### src/rtl/result_collector_if.sv
// Sample-in / result-out handshake bundle for result_collector.
interface result_collector_if;
  localparam int unsigned DW = 13;

  logic          in_valid;
  logic [DW-1:0] y_in;
  logic          out_valid;
  logic          out_ready;
  logic [DW-1:0] out_data;

  // Producer/consumer side (drives samples, accepts results)
  modport master (
    output in_valid,
    output y_in,
    output out_ready,
    input  out_valid,
    input  out_data
  );

  // Collector side
  modport slave (
    input  in_valid,
    input  y_in,
    input  out_ready,
    output out_valid,
    output out_data
  );
endinterface

### src/rtl/result_collector.sv
// Collects a batch of sign-magnitude results, converts them to two's complement
// and buffers them in a first-word-fall-through FIFO with drop/overflow
// accounting and a running checksum of handed-off values.
module result_collector #(
  parameter int unsigned DEPTH     = 8,
  parameter int unsigned N_RESULTS = 16
) (
  input  logic                clk,
  input  logic                rst,
  input  logic                start,
  result_collector_if.slave   bus,
  output logic [7:0]          in_count,
  output logic [7:0]          drop_count,
  output logic                overflow,
  output logic [20:0]         checksum,
  output logic                batch_done
);

  localparam int unsigned DW = 13;
  localparam int unsigned CW = 21;
  localparam int unsigned AW = (DEPTH > 1) ? $clog2(DEPTH) : 1;
  localparam int unsigned OW = AW + 1;

  typedef enum logic [1:0] {IDLE, RUN, DRAIN, DONE} state_t;

  state_t        state_q, state_d;
  logic [AW-1:0] rd_ptr_q, rd_ptr_d;
  logic [AW-1:0] wr_ptr_q, wr_ptr_d;
  logic [OW-1:0] occ_q, occ_d;
  logic          out_valid_q, out_valid_d;
  logic [DW-1:0] out_data_q, out_data_d;
  logic [7:0]    in_count_q, in_count_d;
  logic [7:0]    drop_q, drop_d;
  logic          ovf_q, ovf_d;
  logic [CW-1:0] csum_q, csum_d;
  logic          done_q, done_d;

  logic [DW-1:0] mem [DEPTH];
  logic [DW-1:0] conv;
  logic          full, pop, accept, push, drop;

  // Next-state, FIFO bookkeeping and counters
  always_comb begin
    state_d    = state_q;
    rd_ptr_d   = rd_ptr_q;
    wr_ptr_d   = wr_ptr_q;
    occ_d      = occ_q;
    in_count_d = in_count_q;
    drop_d     = drop_q;
    ovf_d      = ovf_q;
    csum_d     = csum_q;
    out_data_d = '0;

    // Negative zero folds to zero because ~0 + 1 wraps to 0
    conv = bus.y_in[12] ? (~{1'b0, bus.y_in[11:0]} + DW'(1)) : {1'b0, bus.y_in[11:0]};

    full   = (occ_q == OW'(DEPTH));
    pop    = out_valid_q & bus.out_ready;
    accept = (state_q == RUN) & bus.in_valid;
    push   = accept & (~full | pop);
    drop   = accept & full & ~pop;

    if (pop) begin
      rd_ptr_d = rd_ptr_q + AW'(1);
      csum_d   = csum_q + {{(CW-DW){out_data_q[DW-1]}}, out_data_q};
    end
    if (push) begin
      wr_ptr_d = wr_ptr_q + AW'(1);
    end
    case ({push, pop})
      2'b10:   occ_d = occ_q + OW'(1);
      2'b01:   occ_d = occ_q - OW'(1);
      default: occ_d = occ_q;
    endcase

    case (state_q)
      IDLE, DONE: begin
        if (start) begin
          state_d    = RUN;
          in_count_d = '0;
          drop_d     = '0;
          ovf_d      = 1'b0;
          csum_d     = '0;
        end
      end
      RUN: begin
        if (bus.in_valid) begin
          in_count_d = in_count_q + 8'd1;
          if (drop) begin
            drop_d = (drop_q == 8'hFF) ? drop_q : drop_q + 8'd1;
            ovf_d  = 1'b1;
          end
          if (in_count_q + 8'd1 == 8'(N_RESULTS)) begin
            state_d = DRAIN;
          end
        end
      end
      DRAIN: begin
        if (occ_d == '0) begin
          state_d = DONE;
        end
      end
      default: state_d = IDLE;
    endcase

    // Registered FIFO head: bypass the incoming sample when it lands at the read slot
    if (occ_d != '0) begin
      if (push && (rd_ptr_d == wr_ptr_q)) begin
        out_data_d = conv;
      end else begin
        out_data_d = mem[rd_ptr_d];
      end
    end
    out_valid_d = (occ_d != '0);
    done_d      = (state_d == DONE);
  end

  // State and status registers
  always_ff @(posedge clk or negedge rst) begin
    if (!rst) begin
      state_q     <= IDLE;
      rd_ptr_q    <= '0;
      wr_ptr_q    <= '0;
      occ_q       <= '0;
      out_valid_q <= 1'b0;
      out_data_q  <= '0;
      in_count_q  <= '0;
      drop_q      <= '0;
      ovf_q       <= 1'b0;
      csum_q      <= '0;
      done_q      <= 1'b0;
    end else begin
      state_q     <= state_d;
      rd_ptr_q    <= rd_ptr_d;
      wr_ptr_q    <= wr_ptr_d;
      occ_q       <= occ_d;
      out_valid_q <= out_valid_d;
      out_data_q  <= out_data_d;
      in_count_q  <= in_count_d;
      drop_q      <= drop_d;
      ovf_q       <= ovf_d;
      csum_q      <= csum_d;
      done_q      <= done_d;
    end
  end

  // FIFO storage; push is only possible in RUN, so reset needs no guard here
  always_ff @(posedge clk) begin
    if (push) begin
      mem[wr_ptr_q] <= conv;
    end
  end

  assign bus.out_valid = out_valid_q;
  assign bus.out_data  = out_data_q;
  assign in_count      = in_count_q;
  assign drop_count    = drop_q;
  assign overflow      = ovf_q;
  assign checksum      = csum_q;
  assign batch_done    = done_q;

endmodule

### src/flat_wrapper.sv
// flat-port wrapper written by rule: the top's interface ports become plain ports
module result_collector_flat 
#(
  parameter int unsigned DEPTH     = 8,
  parameter int unsigned N_RESULTS = 16
)
  (clk, rst, start, in_count, drop_count, overflow, checksum, batch_done, bus_in_valid, bus_y_in, bus_out_ready, bus_out_valid, bus_out_data);
  result_collector_if bus_i ();
  input  logic clk;
  input  logic rst;
  input  logic start;
  output logic [7:0] in_count;
  output logic [7:0] drop_count;
  output logic overflow;
  output logic [20:0] checksum;
  output logic batch_done;
  input wire logic [$bits(bus_i.in_valid)-1:0] bus_in_valid;
  input wire logic [$bits(bus_i.y_in)-1:0] bus_y_in;
  input wire logic [$bits(bus_i.out_ready)-1:0] bus_out_ready;
  output wire logic [$bits(bus_i.out_valid)-1:0] bus_out_valid;
  output wire logic [$bits(bus_i.out_data)-1:0] bus_out_data;
  assign bus_i.in_valid = bus_in_valid;
  assign bus_i.y_in = bus_y_in;
  assign bus_i.out_ready = bus_out_ready;
  assign bus_out_valid = bus_i.out_valid;
  assign bus_out_data = bus_i.out_data;
  result_collector #(.DEPTH(DEPTH), .N_RESULTS(N_RESULTS)) u_core (.clk(clk), .rst(rst), .start(start), .bus(bus_i), .in_count(in_count), .drop_count(drop_count), .overflow(overflow), .checksum(checksum), .batch_done(batch_done));
endmodule
### config.mk
export PLATFORM = sky130hd
export DESIGN_NAME = result_collector_flat
export DESIGN_NICKNAME = d
export VERILOG_FILES = /design/src/rtl/result_collector_if.sv /design/src/rtl/result_collector.sv /design/src/flat_wrapper.sv
export SDC_FILE = /design/constraint.sdc
export NUM_CORES = 1
export LEC_CHECK = 0
export BUFFER_PORTS_ARGS = -buffer_cell sky130_fd_sc_hd__buf_2
export CAP_MARGIN = 15
export CORE_UTILIZATION = 40
export CTS_CLUSTER_DIAMETER = 200
export DETAILED_ROUTE_END_ITERATION = 16
export HOLD_SLACK_MARGIN = 0.05
export PLACE_DENSITY = 0.65
export SYNTH_ARGS = -nofsm -noshare
export SYNTH_HDL_FRONTEND = slang
export SYNTH_SLANG_ARGS = --single-unit
### constraint.sdc
create_clock -name clk -period 2.6 [get_ports clk]
set_input_delay 0.39 -clock clk [delete_from_list [all_inputs] [get_ports clk]]
set_output_delay 0.39 -clock clk [all_outputs]
set_load 0.02 [all_outputs]
==> metrics.txt <==
run status complete, no violations; final setup vio count 0; Final Hold Fails 0; Setup Skew 0.00786 ns; top cell type by total area after synthesis edfxtp_1; CTS tree yes; layout cells sized above 1 0.241; initial cell density of the core 0.408; CTS Sinks 169; area of the multi-input gates 3480 um2; Worst Hold Class input port to flip-flop; CTS buffer count 17; Post-Syn Nets 713; FF-to-FF End u_core.checksum[16]; cell mode on critical path buf_4; CTS root buffer clkbuf_16; Routed Antenna Nets 0; routed via count 5636; ANT cells 0; Slew Viols, Final 0; worst rel slew slack 0.275; Setup crit end u_core.checksum[16]; period utilization 0.970; Main synth FF type edfxtp_1; Setup crit start kind flip-flop; core area 20200 um2; Final Util 0.492; Critical Path Source u_core.bus.out_data[3]; die width 146 um; top achievable clock speed 396 MHz; Cell Area, Synth 8260 um2; Mapped Cells 666; Worst Max-Slew Pin Slew 1.08 ns; worst-path cell chain ha_1 > o21ai_0 > a2111oi_4 > o311ai_2 > a31oi_1 > buf_4 > buf_4 > xnor2_1 > a211oi_1; max_cap viols 0; Yosys top cell area share 0.378; FF-to-FF Start u_core.bus.out_data[3]; number of remaining DRC errors 0; Ports 71; dpl hpwl 12400 um; sequential area share after synthesis 0.575; Nets 824; maximum vdd ir drop 0.508 mV; Hold Slack 0.324 ns; Worst Path Arrival 2.85 ns; FF+latch count, synth 169; Total GRT Usage 0.181; area grow syn2layout 20.5%; FP Rows 52; Placer Congestion 0.827; Crit Path Max Fanout 4; clock tree buffer depth 2; pin count of the biggest net entering global routing 37; min Tclk post-route 2.52 ns; Die Ht 146 um; largest cells by area after synthesis edfxtp_1, dfrtp_1, mux2i_1; IO Port Bufs 70; flop2flop setup slack 0.08 ns; First-pass DRT Iterations 4; Leak Pwr 4.08 nW; gr ovfl total 0; PwrDens 1180 nW/um2; Vias/cell 5.32; CP peak stage delay 0.44 ns; routed len/inst 17.3 um; RSZ-0062 raised after global routing yes; Reg clk slew, reported paths 0.07 ns; Setup crit end kind flip-flop; R2R depth 9; EDFF count, synth 104; post-synth cell types 57; Layout fillers 1782; initial DRC count 335; initial antenna violation count 0; kind of critical path flip-flop to flip-flop; H-tree depth 4; number of synthesis warnings 0; final WL 18300 um; Clk Latency, worst-skew pair 0.43 ns; die area 21200 um2; Crit-path slowest cell dfrtp_1; vias in the first global route 5602; share of async-settable or async-resettable flops after synthesis 0.385; Storage cell area 4750 um2; Worst EP required 2.93 ns; first-pass GRT wire length 29700 um; average size of a mapped cell 12.4 um2
## logic make-up after synthesis
kind of cell / count (synthesis) / share of synthesized area
simple gates: 192 / 0.115
flops: 169 / 0.575
compound gates: 129 / 0.102
mux: 70 / 0.105
buf+inv: 43 / 0.0214
xor+xnor: 34 / 0.0370
fa+ha+maj: 29 / 0.0449
## registers in the layout, indices dropped and copies added (netlist names)
register,count
u_core.occ_q,4
u_core.mem,104
u_core.state_q,2
u_core.checksum,21
u_core.bus.out_data,13
u_core.wr_ptr_q,3
u_core.in_count,8
u_core.rd_ptr_q,3
u_core.bus.out_valid,1
u_core.drop_count,8
u_core.overflow,1
u_core.batch_done,1
## cell usage in the layout (no fill, tap or decap), types with 25 or more instances in the layout
cell type,count
edfxtp_1,104
buf_2,70
dfrtp_1,65
nand2_1,59
mux2i_1,54
buf_4,46
nor2_1,43
a21oi_1,29
ha_1,26
o21ai_0,25
## power by group
part	internal [mW]	leakage (nW)	switching [mW]
Sequential	3.34	1.77	0.441
Combinational	2.57	2.03	2.97
Clock	1.35	0.276	1.09
## cells in the mapped netlist (3+ instances only)
master and number:
a211oi_1 16, a21o_1 9, a21oi_1 32, a22o_1 8, a31oi_1 5, and2_1 7, and3_1 3, buf_2 9
clkbuf_1 17, dfrtp_1 65, edfxtp_1 104, ha_1 28, inv_1 12, inv_2 3, mux2i_1 55, mux4_2 13
nand2_1 59, nand2b_1 4, nand3_1 21, nand4_1 5, nor2_1 43, nor2b_1 3, nor3_1 15, nor3b_1 4
nor4_1 5, nor4b_1 5, o211ai_1 4, o21a_1 3, o21ai_0 25, o21ai_1 3, o31ai_1 8, or3_1 9
or4_1 3, xnor2_1 21, xor2_1 12
## timing repair
item	in CTS	in global routing
gates cloned	0	1
endpoints found under the hold margin	65	0
setup buffers	1	3
resized for setup	2	15
pin swaps	2	5
hold buffers	1	0
setup endpoints to repair	3	19
## metrics by stage
step	power, mW	instances	TNS [ns]	setup WS [ns]	instance area, um2
global placement	9.17	1022	0	0.0548	9260
detailed placement	9.25	1022	-0.0131	-0.0131	9260
CTS	11.7	1056	-0.00255	-0.00255	9860
finish	11.8	1060	0	0.0774	9950
floorplan	7.66	666	-1.26	-0.123	8310
global route	12.5	1060	-0.253	-0.0576	9950
## critical path, delay by kind of cell (launching register included)
family | cells | cell delay, ns
AO/OA/AOI/OAI | 5 | 1.21
XOR/XNOR | 1 | 0.11
flip-flops | 1 | 0.44
buffers and inverters | 2 | 0.29
adder cells (fa/ha/maj) | 1 | 0.37
## cell type report
cell class | instances | share of cell area
Inverter | 15 | 0.00566
Clock buffer | 19 | 0.0435
Timing Repair Buffer | 120 | 0.0769
Tap cell | 270 | 0.0339
Multi-Input combinational cell | 454 | 0.349
Clock inverter | 13 | 0.0133
Sequential cell | 169 | 0.477
## per-layer routing
metal | share of wire | vias up | global-route usage
met1 | 0.46 | 2773 | 0.235
met4 | 0.018 | 0 | 0.0800
met3 | 0.029 | 25 | 0.0279
met5 | 0 | - | 0
met2 | 0.49 | 103 | 0.299
li1 | - | 2735 | -
## how the worst min path moves through the flow
stage	from	end	slack [ns]	cells after the start
global route	bus_y_in[0]	u_core.mem[2][0]	0.34	1
floorplan	rst	u_core.batch_done	0.09	0
detailed placement	rst	u_core.in_count[3]	0.44	2
global placement	rst	u_core.in_count[3]	0.43	2
finish	start	u_core.state_q[1]	0.32	4
CTS	start	u_core.state_q[1]	0.29	4
Note: power is estimated with default switching activity, not from simulation.
